File: config.mk
export PLATFORM = sky130hd
export DESIGN_NAME = pg_gen_stage
export DESIGN_NICKNAME = d
export VERILOG_FILES = /design/src/rtl/pg_pkg.sv /design/src/rtl/pg_cell.sv /design/src/rtl/pg_gen_stage.sv
export SDC_FILE = /design/constraint.sdc
export NUM_CORES = 1
export LEC_CHECK = 0
export BUFFER_PORTS_ARGS = -buffer_cell sky130_fd_sc_hd__buf_4
export CAP_MARGIN = 30
export CORE_ASPECT_RATIO = 1.2
export CORE_MARGIN = 1
export CORE_UTILIZATION = 40
export CTS_CLUSTER_SIZE = 25
export DETAILED_ROUTE_END_ITERATION = 7
export PLACE_DENSITY = 0.6
export SLEW_MARGIN = 20
export SYNTH_ARGS = -nofsm -noshare
export SYNTH_HDL_FRONTEND = slang
export SYNTH_SLANG_ARGS = --single-unit
File: constraint.sdc
create_clock -name clk -period 1.8 [get_ports clk]
set_input_delay 0.18 -clock clk [delete_from_list [all_inputs] [get_ports clk]]
set_output_delay 0.18 -clock clk [all_outputs]
set_load 0.01 [all_outputs]
File: src/rtl/pg_pkg.sv
// pg_pkg
//   Shared definitions for the generate/propagate pre-processing stage.
//   - pg_state_e : skid-buffer occupancy (EMPTY / ONE / FULL), 2-bit encoding.
//   - PG_WIDTH_DEF: default operand width.
//   - pg_word_t  : one buffered g/p word at the default width.
//                  pg_gen_stage declares the same layout sized by its WIDTH parameter.
package pg_pkg;

  localparam int PG_WIDTH_DEF = 32;

  typedef enum logic [1:0] {
    EMPTY = 2'd0,
    ONE   = 2'd1,
    FULL  = 2'd2
  } pg_state_e;

  typedef struct packed {
    logic [PG_WIDTH_DEF-1:0] g;
    logic [PG_WIDTH_DEF-1:0] p;
    logic                    cin;
  } pg_word_t;

endpackage

File: src/rtl/pg_cell.sv
// pg_cell
//   Single-bit generate/propagate cell. This block is purely combinational.
//   Ports:
//     a_i : operand A bit
//     b_i : effective operand B bit (already inverted for subtract)
//     g_o : generate  = a & b
//     p_o : propagate = a ^ b
module pg_cell (
  input  logic a_i,
  input  logic b_i,
  output logic g_o,
  output logic p_o
);

  assign g_o = a_i & b_i;
  assign p_o = a_i ^ b_i;

endmodule

File: src/rtl/pg_gen_stage.sv
// pg_gen_stage
//   Registered generate/propagate stage feeding the prefix-tree dot cells.
//   Operand pairs are accepted under valid/ready. The stage forms per-bit g/p
//   and folds carry-in into g[0]. Results are presented from a 2-entry skid
//   buffer (main reg M, skid reg S), which sustains 1 op/clk. in_ready is a
//   register, so there is no combinational path from out_ready to in_ready.
//
//   Optional feature macro: ADDSUB_EN
//     defined   -> 'sub' port present; sub=1 selects b_eff=~b and cin_eff=1.
//     undefined -> no 'sub' port; b_eff=b and cin_eff=cin.
//
//   Handshake: a transfer happens on a rising clk edge where valid and ready
//   are both 1. A producer holds its data stable while valid=1 and ready=0.
//   in_valid is ignored while in_ready=0.
//
//   Ports:
//     clk, rst_n          : clock (rising edge), synchronous active-low reset
//     in_valid / in_ready : upstream handshake (in_ready registered, 0 in reset)
//     a, b, cin, [sub]    : operands, carry-in, optional subtract request
//     out_valid/out_ready : downstream handshake toward the prefix tree
//     g, p, cin_o         : generate (bit 0 folded), propagate, effective carry-in
//     dbg_state           : current buffer occupancy state
module pg_gen_stage
  import pg_pkg::*;
#(
  parameter int WIDTH = PG_WIDTH_DEF
) (
  input  logic             clk,
  input  logic             rst_n,
  input  logic             in_valid,
  output logic             in_ready,
  input  logic [WIDTH-1:0] a,
  input  logic [WIDTH-1:0] b,
  input  logic             cin,
`ifdef ADDSUB_EN
  input  logic             sub,
`endif
  output logic             out_valid,
  input  logic             out_ready,
  output logic [WIDTH-1:0] g,
  output logic [WIDTH-1:0] p,
  output logic             cin_o,
  output pg_state_e        dbg_state
);

  // Same layout as pg_pkg::pg_word_t, sized by this instance's WIDTH.
  typedef struct packed {
    logic [WIDTH-1:0] g;
    logic [WIDTH-1:0] p;
    logic             cin;
  } stage_word_t;

  logic [WIDTH-1:0] b_eff;
  logic             cin_eff;
  logic [WIDTH-1:0] g_raw;
  logic [WIDTH-1:0] p_raw;
  stage_word_t      new_word;

  pg_state_e   state_q, state_d;
  stage_word_t m_q, m_d;
  stage_word_t s_q, s_d;
  logic        in_ready_q;
  logic        in_fire;
  logic        out_fire;

`ifdef ADDSUB_EN
  assign b_eff   = sub ? ~b : b;
  assign cin_eff = sub | cin;   // subtract forces carry-in to 1
`else
  assign b_eff   = b;
  assign cin_eff = cin;
`endif

  for (genvar i = 0; i < WIDTH; i++) begin : g_cells
    pg_cell u_cell (
      .a_i (a[i]),
      .b_i (b_eff[i]),
      .g_o (g_raw[i]),
      .p_o (p_raw[i])
    );
  end

  // Carry-in is absorbed into g[0], so the tree sees bit 0 as a plain generate.
  // p[0] stays unfolded because sum bit 0 is p[0] ^ cin_o.
  assign new_word.g   = {g_raw[WIDTH-1:1], g_raw[0] | (p_raw[0] & cin_eff)};
  assign new_word.p   = p_raw;
  assign new_word.cin = cin_eff;

  assign out_valid = (state_q == ONE) || (state_q == FULL);
  assign in_ready  = in_ready_q;
  assign in_fire   = in_valid & in_ready_q;
  assign out_fire  = out_valid & out_ready;

  always_comb begin
    state_d = state_q;
    m_d     = m_q;
    s_d     = s_q;
    case (state_q)
      EMPTY: begin
        if (in_fire) begin
          m_d     = new_word;
          state_d = ONE;
        end
      end
      ONE: begin
        if (in_fire && out_fire) begin
          m_d = new_word;
        end else if (in_fire) begin
          s_d     = new_word;
          state_d = FULL;
        end else if (out_fire) begin
          state_d = EMPTY;
        end
      end
      FULL: begin
        if (out_fire) begin
          m_d     = s_q;
          state_d = ONE;
        end
      end
      default: state_d = EMPTY;
    endcase
  end

  always_ff @(posedge clk) begin
    if (!rst_n) begin
      state_q    <= EMPTY;
      m_q        <= '0;
      s_q        <= '0;
      in_ready_q <= 1'b0;
    end else begin
      state_q    <= state_d;
      m_q        <= m_d;
      s_q        <= s_d;
      in_ready_q <= (state_d != FULL);
    end
  end

  assign g         = m_q.g;
  assign p         = m_q.p;
  assign cin_o     = m_q.cin;
  assign dbg_state = state_q;

endmodule

==> results of run 1 <==
==> area by class of cell <==
type | instances | share of cell area
multi-input combinational | 449 | 0.399
sequential | 133 | 0.326
timing repair buffer | 163 | 0.171
clock buffer | 20 | 0.0559
tap | 204 | 0.0312
clock inverter | 12 | 0.0156
inverter | 3 | 0.00138
==> placed cells by master, fill, tap and decap left out, drive strengths merged, types with 3 or more instances in the layout <==
| cell | n |
|---|---|
| a21boi | 67 |
| nand2 | 134 |
| dfxtp | 133 |
| nand3 | 65 |
| buf | 162 |
| inv | 4 |
| clkinv | 5 |
| mux2i | 64 |
| o211a | 66 |
| clkbuf | 21 |
| ha | 36 |
| clkinvlp | 4 |
| o21ai | 4 |
| and2 | 3 |
==> logic make-up after synthesis <==
family | count (synthesis) | synth area share
xor+xnor | 1 | 0.00141
compound gates | 143 | 0.198
flops | 133 | 0.427
mux | 64 | 0.103
simple gates | 205 | 0.140
buf+inv | 61 | 0.0581
fa+ha+maj | 36 | 0.0723
==> registers in the layout (all words and copies together), names as in the netlist <==
name	cells
cin_o	1
dbg_state	2
g	32
in_ready	1
p	32
s_q	65
==> metrics by stage <==
stage	power [mW]	util	cell area [um^2]	hold WS, ps	setup TNS (ps)
CTS	8.53	0.538	8110	28.8	0
finish	8.50	0.542	8180	38.2	0
detailed placement	5.14	0.499	7530	445	0
floorplan	4.34	-	6230	315	0
global placement	5.11	0.499	7530	440	0
global route	8.88	0.542	8180	44.1	-123
==> cells in the mapped netlist <==
cell type	instances	area share
nor3b_1	1	0.0012
xnor2_1	1	0.0014
a21oi_1	2	0.0016
nand4_1	1	0.0010
nand2_2	1	0.0010
o21ai_0	3	0.0024
a21bo_2	1	0.0016
inv_1	3	0.0018
and2_2	1	0.0012
mux2i_1	64	0.10
o211a_1	66	0.11
a21boi_0	49	0.059
a21boi_1	17	0.020
ha_1	36	0.072
o21ai_1	1	0.00080
and3_1	1	0.0010
and2_1	2	0.0020
clkbuf_1	16	0.0096
o22ai_2	1	0.0020
dfxtp_1	133	0.43
a21boi_2	1	0.0018
buf_4	7	0.0084
o211ai_1	1	0.0012
nand3_1	65	0.052
buf_2	25	0.020
nand2_1	133	0.080
buf_6	10	0.018
a31oi_1	1	0.0010
==> layer usage <==
metal | up-vias | GRT usage
li1 | 2522 | -
met1 | 2497 | 0.220
met2 | 122 | 0.360
met3 | 19 | 0.0428
met4 | 0 | 0.0816
met5 | - | 0
==> worst paths after layout <==
| check | cells after the start | slack [ps] | start | end |
|---|---|---|---|---|
| worst max-delay path | 7 | 80 | dbg_state[0]$_SDFF_PN0_ | p[12]$_SDFFE_PN0P_ |
| worst min-delay path | 3 | 40 | cin | s_q[0]$_SDFFE_PN0P_ |
| worst max register to register | 7 | 80 | dbg_state[0]$_SDFF_PN0_ | p[12]$_SDFFE_PN0P_ |
| worst min register to register | 2 | 450 | s_q[54]$_SDFFE_PN0P_ | s_q[54]$_SDFFE_PN0P_ |
==> power by group through the flow <==
stage                     registers, mW  clock network (mW)  logic (mW)
after global placement             3.43                   0        1.67
after global routing               3.40                3.57        1.90
after detailed placement           3.44                   0        1.70
after CTS                          3.38                3.45        1.71
after floorplan                    3.52                   0       0.827
final                              3.37                3.38        1.74
==> timing repair <==
action / CTS / global route
resized for setup: 1 / 4
pin swaps: 0 / 2
cloned: 0 / 1
setup endpoints to repair: 9 / 68
setup buffers: 0 / 2
hold buffers: 0 / 0
==> critical path: cells and delay by family, from the launching register on <==
family / cells / cell delay (ps)
simple gates: 2 / 350
fa+ha+maj: 1 / 290
compound gates: 2 / 400
buf+inv: 2 / 300
flops: 1 / 320
==> metrics.txt, run 1 <==
# DRC=0; Max Slew Vio Count=0; status=finished clean; Crit. End Element=flop; Storage cell area=0.00267 mm^2; pin count of the biggest net entering global routing=135; share of layout cells above drive strength 1=0.265; core footprint=0.0151 mm^2; setup ws final=around 76 ps; sequential power share=0.397; Arrival @ worst endpoint=between 2000 and 2500 ps; VDD IR max=0.569 mV; Worst-Skew Late Latency=between 400 and 500 ps; syn avg cell area=9.69 um^2; Tightest Pin Transition=533 ps; CTS tree=yes; Ant. Diodes=0; width of the die=116 um; crit path time final=1720 ps; final hold viol count=0; Root Driver=clkbuf_16; PD cells=1040 mW/mm^2; vias in the first global route=between 5k and 6k; routed len/inst=16.0 um; Setup Viol. Count Final=0; Switching Share=0.268; critical path type=reg2reg; via count=around 5.2k; Tcrit/Tclk final=0.958; Gate Count Post-Synth=643; Synth Register Bits=133; Worst Path Max Fanout=12; final std cells w/o fill=about 1000; multi-input logic area=approximately 0.0033 mm^2; WP data required=2160 ps; Max Used Layer=met4; ordered cell list for the critical path=inv_1 > ha_4 > nand2_4 > o22ai_4 > and2_4 > buf_4 > o211a_1; startpoint types=flop; FILL cells=between 1k and 1.5k; slew margin rel.=0.645; register area share after synthesis=0.427; placed cells=949; first-pass GRT wire length=roughly 25 mm; Fmax=a little under 0.6 GHz; CTS clk-pin slew, worst paths=60 ps; clock sinks=between 100 and 150; io pins=138; post-route ant nets=0; Port Buffers=roughly 140; clock skew=7.56 ps; post-DP HPWL=between 10 and 15 mm; met2 routed WL=8.39 mm; Distinct cells, synth=28; met3 wire len=711 um; gp weighted congestion=0.790; NetSw=2.28 mW; area grow syn2layout=31.3%; Logic pwr share=0.205; mapped cell area=0.00623 mm^2; Die ar.=0.0161 mm^2; syn nets=748; grt ovf=0; routed wire length=15.8 mm; CP peak stage delay=320 ps; CTS buffer count=17; Clock Power Share=0.398; initial drt markers=296; initial antenna violation count=0; Die H=139 um; H-tree lvl count=4; Synthesis Warnings=0; fin nets=just under 900; Internal Power=6.22 mW; Clock Tree Buf Depth=2; Leak=between 3 and 4 nW; GRT Util Overall=0.199; Hold Path Class=in2reg; Max Cap Violations=0; Slowest-stage cell, CP=dfxtp_2; cell row count=49; router iterations before antenna repair=5; M1 WL=6.37 mm; pre-CTS setup slack=roughly 34 ps; initial core utilization=0.413; Via-to-Cell Ratio=5.24
Note: power is estimated with default switching activity, not from simulation.
==> run 2: changes to the inputs <==
RECOVER_POWER = 100   (was default)
SETUP_SLACK_MARGIN = 0.5   (was default)
SKIP_CTS_REPAIR_TIMING = 1   (was default)
==> metrics.txt, run 2 (synthesis results as in run 1) <==
routed wire length=17.4 mm (+10%); CTS clk-pin slew, worst paths=60 ps (about the same); met3 wire len=821 um (+15%); WP data required=2100 ps (-60 ps); post-DP HPWL=10.2 mm (-4.2%); router iterations before antenna repair=4 (-1); crit path time final=1730 ps (+9.43 ps); Ant. Diodes=0 (unchanged); width of the die=116 um (unchanged); met2 routed WL=8.22 mm (-2.0%); dpl cell area=0.00751 mm^2 (-0.18%); placed cells=940 (-0.95%); initial core utilization=0.413 (unchanged); Die H=139 um (unchanged); PD cells=1000 mW/mm^2 (-3.4%); Hold Path Class=in2reg; # DRC=0 (unchanged); setup ws final=66.2 ps (-9.43 ps); Die ar.=0.0161 mm^2 (unchanged); final std cells w/o fill=1002 (+1.8%); post-route ant nets=0 (unchanged); Root Driver=clkbuf_16; cell row count=49 (unchanged); Worst-Skew Late Latency=410 ps (about the same); Clock Tree Buf Depth=2 (unchanged); share of layout cells above drive strength 1=0.223 (-0.0423); via count=5226 (+1.3%); clock skew=7.58 ps (+0.0250 ps); core footprint=0.0151 mm^2 (unchanged); routed len/inst=17.4 um (+8.3%); Final Util=0.554 (+0.0119); most frequent cells in the layout=133 x nand2_1, 132 x dfxtp_1, 80 x buf_4, 67 x clkbuf_1, 66 x o211a_1; M1 WL=8.05 mm (+26%); fin nets=890 (+2.1%); CTS buffer count=17 (unchanged); max FFs per register=65 (unchanged); pre-CTS setup slack=67.1 ps (+33.5 ps); Max Used Layer=met4; Max Cap Violations=0 (unchanged); most common cell after layout, fill and taps aside=nand2_1; Tightest Pin Transition=523 ps (-9.48 ps); Worst Path Max Fanout=10 (-2); startpoint types=flop; area grow syn2layout=34.2%; Crit. End Element=flop; first-pass GRT wire length=25.2 mm (+0.94%); initial drt markers=290 (-2.0%); slew margin rel.=0.651 (+0.00632); status=finished clean; io pins=138 (unchanged); Arrival @ worst endpoint=2040 ps (-40 ps); Port Buffers=137 (unchanged); RSZ-0062 raised after global routing=yes; final non-filler cell area=0.00836 mm^2 (+2.2%); final hold viol count=0 (unchanged); Max Slew Vio Count=0 (unchanged); Setup Viol. Count Final=0 (unchanged); pin count of the biggest net entering global routing=135 (unchanged); critical path type=reg2reg; Leak=3.72 nW (-2.1%); reg2reg setup slack=70 ps (about the same); Fmax=0.577 GHz (-0.54%); GRT Util Overall=0.201 (+0.00183); H-tree lvl count=4 (unchanged); Via-to-Cell Ratio=5.22 (-0.54%); gp weighted congestion=0.871 (+10%); vias in the first global route=4888 (-5.9%); clock sinks=133 (unchanged); Tcrit/Tclk final=0.963 (+0.00524); VDD IR max=0.528 mV (-7.3%); grt ovf=0 (unchanged); Biggest register=s_q; CTS tree=yes; initial antenna violation count=0 (unchanged)
## run 2: worst max-delay path: stages (launching register included)
cell and delay, ps:
dfxtp_1 400, inv_4 60, ha_4 280, nand2_4 70, o22ai_4 190, clkbuf_2 220, clkbuf_16 190, nand3_1 80
o211a_1 140
## run 2: metal layers
layer	global-route usage	vias up
li1	-	2563
met1	0.267	2516
met2	0.316	126
met3	0.0511	21
met4	0.0607	0
met5	0	-
## run 2: final timing paths
path | cells past startpoint | endpoint | start
worst max-delay path | 8 | p[5]$_SDFFE_PN0P_ | dbg_state[1]$_SDFF_PN0_
worst min-delay path | 3 | s_q[0]$_SDFFE_PN0P_ | cin
worst max register to register | 8 | p[5]$_SDFFE_PN0P_ | dbg_state[1]$_SDFF_PN0_
worst min register to register | 2 | g[0]$_SDFFE_PN0P_ | g[0]$_SDFFE_PN0P_
## run 2: layout make-up
type                    count  area, um^2
flip-flops and latches    133        2670
clock buffers              19         453
repair buffers            181        1500
inverters                   3        16.3
clock inverters            13        98.8
fillers                  1396        6730
well taps                 204         255
multi-input cells         449        3370
## run 2: per-stage QoR
| step | hold slack, ps | setup TNS, ps | total power, mW |
|---|---|---|---|
| after floorplan | 315 | 0 | 4.42 |
| after global placement | 440 | 0 | 5.10 |
| after detailed placement | 448 | 0 | 5.13 |
| after CTS | 23.5 | 0 | 8.32 |
| after global routing | 54.2 | -5.31 | 8.79 |
| final | 50.8 | 0 | 8.39 |
## run 2: power breakdown
part	leakage [nW]	internal, mW	total [mW]	switching, mW
sequential	1.09	3.21	3.37	0.157
clock	0.267	1.85	3.20	1.35
combinational	2.36	0.891	1.83	0.936
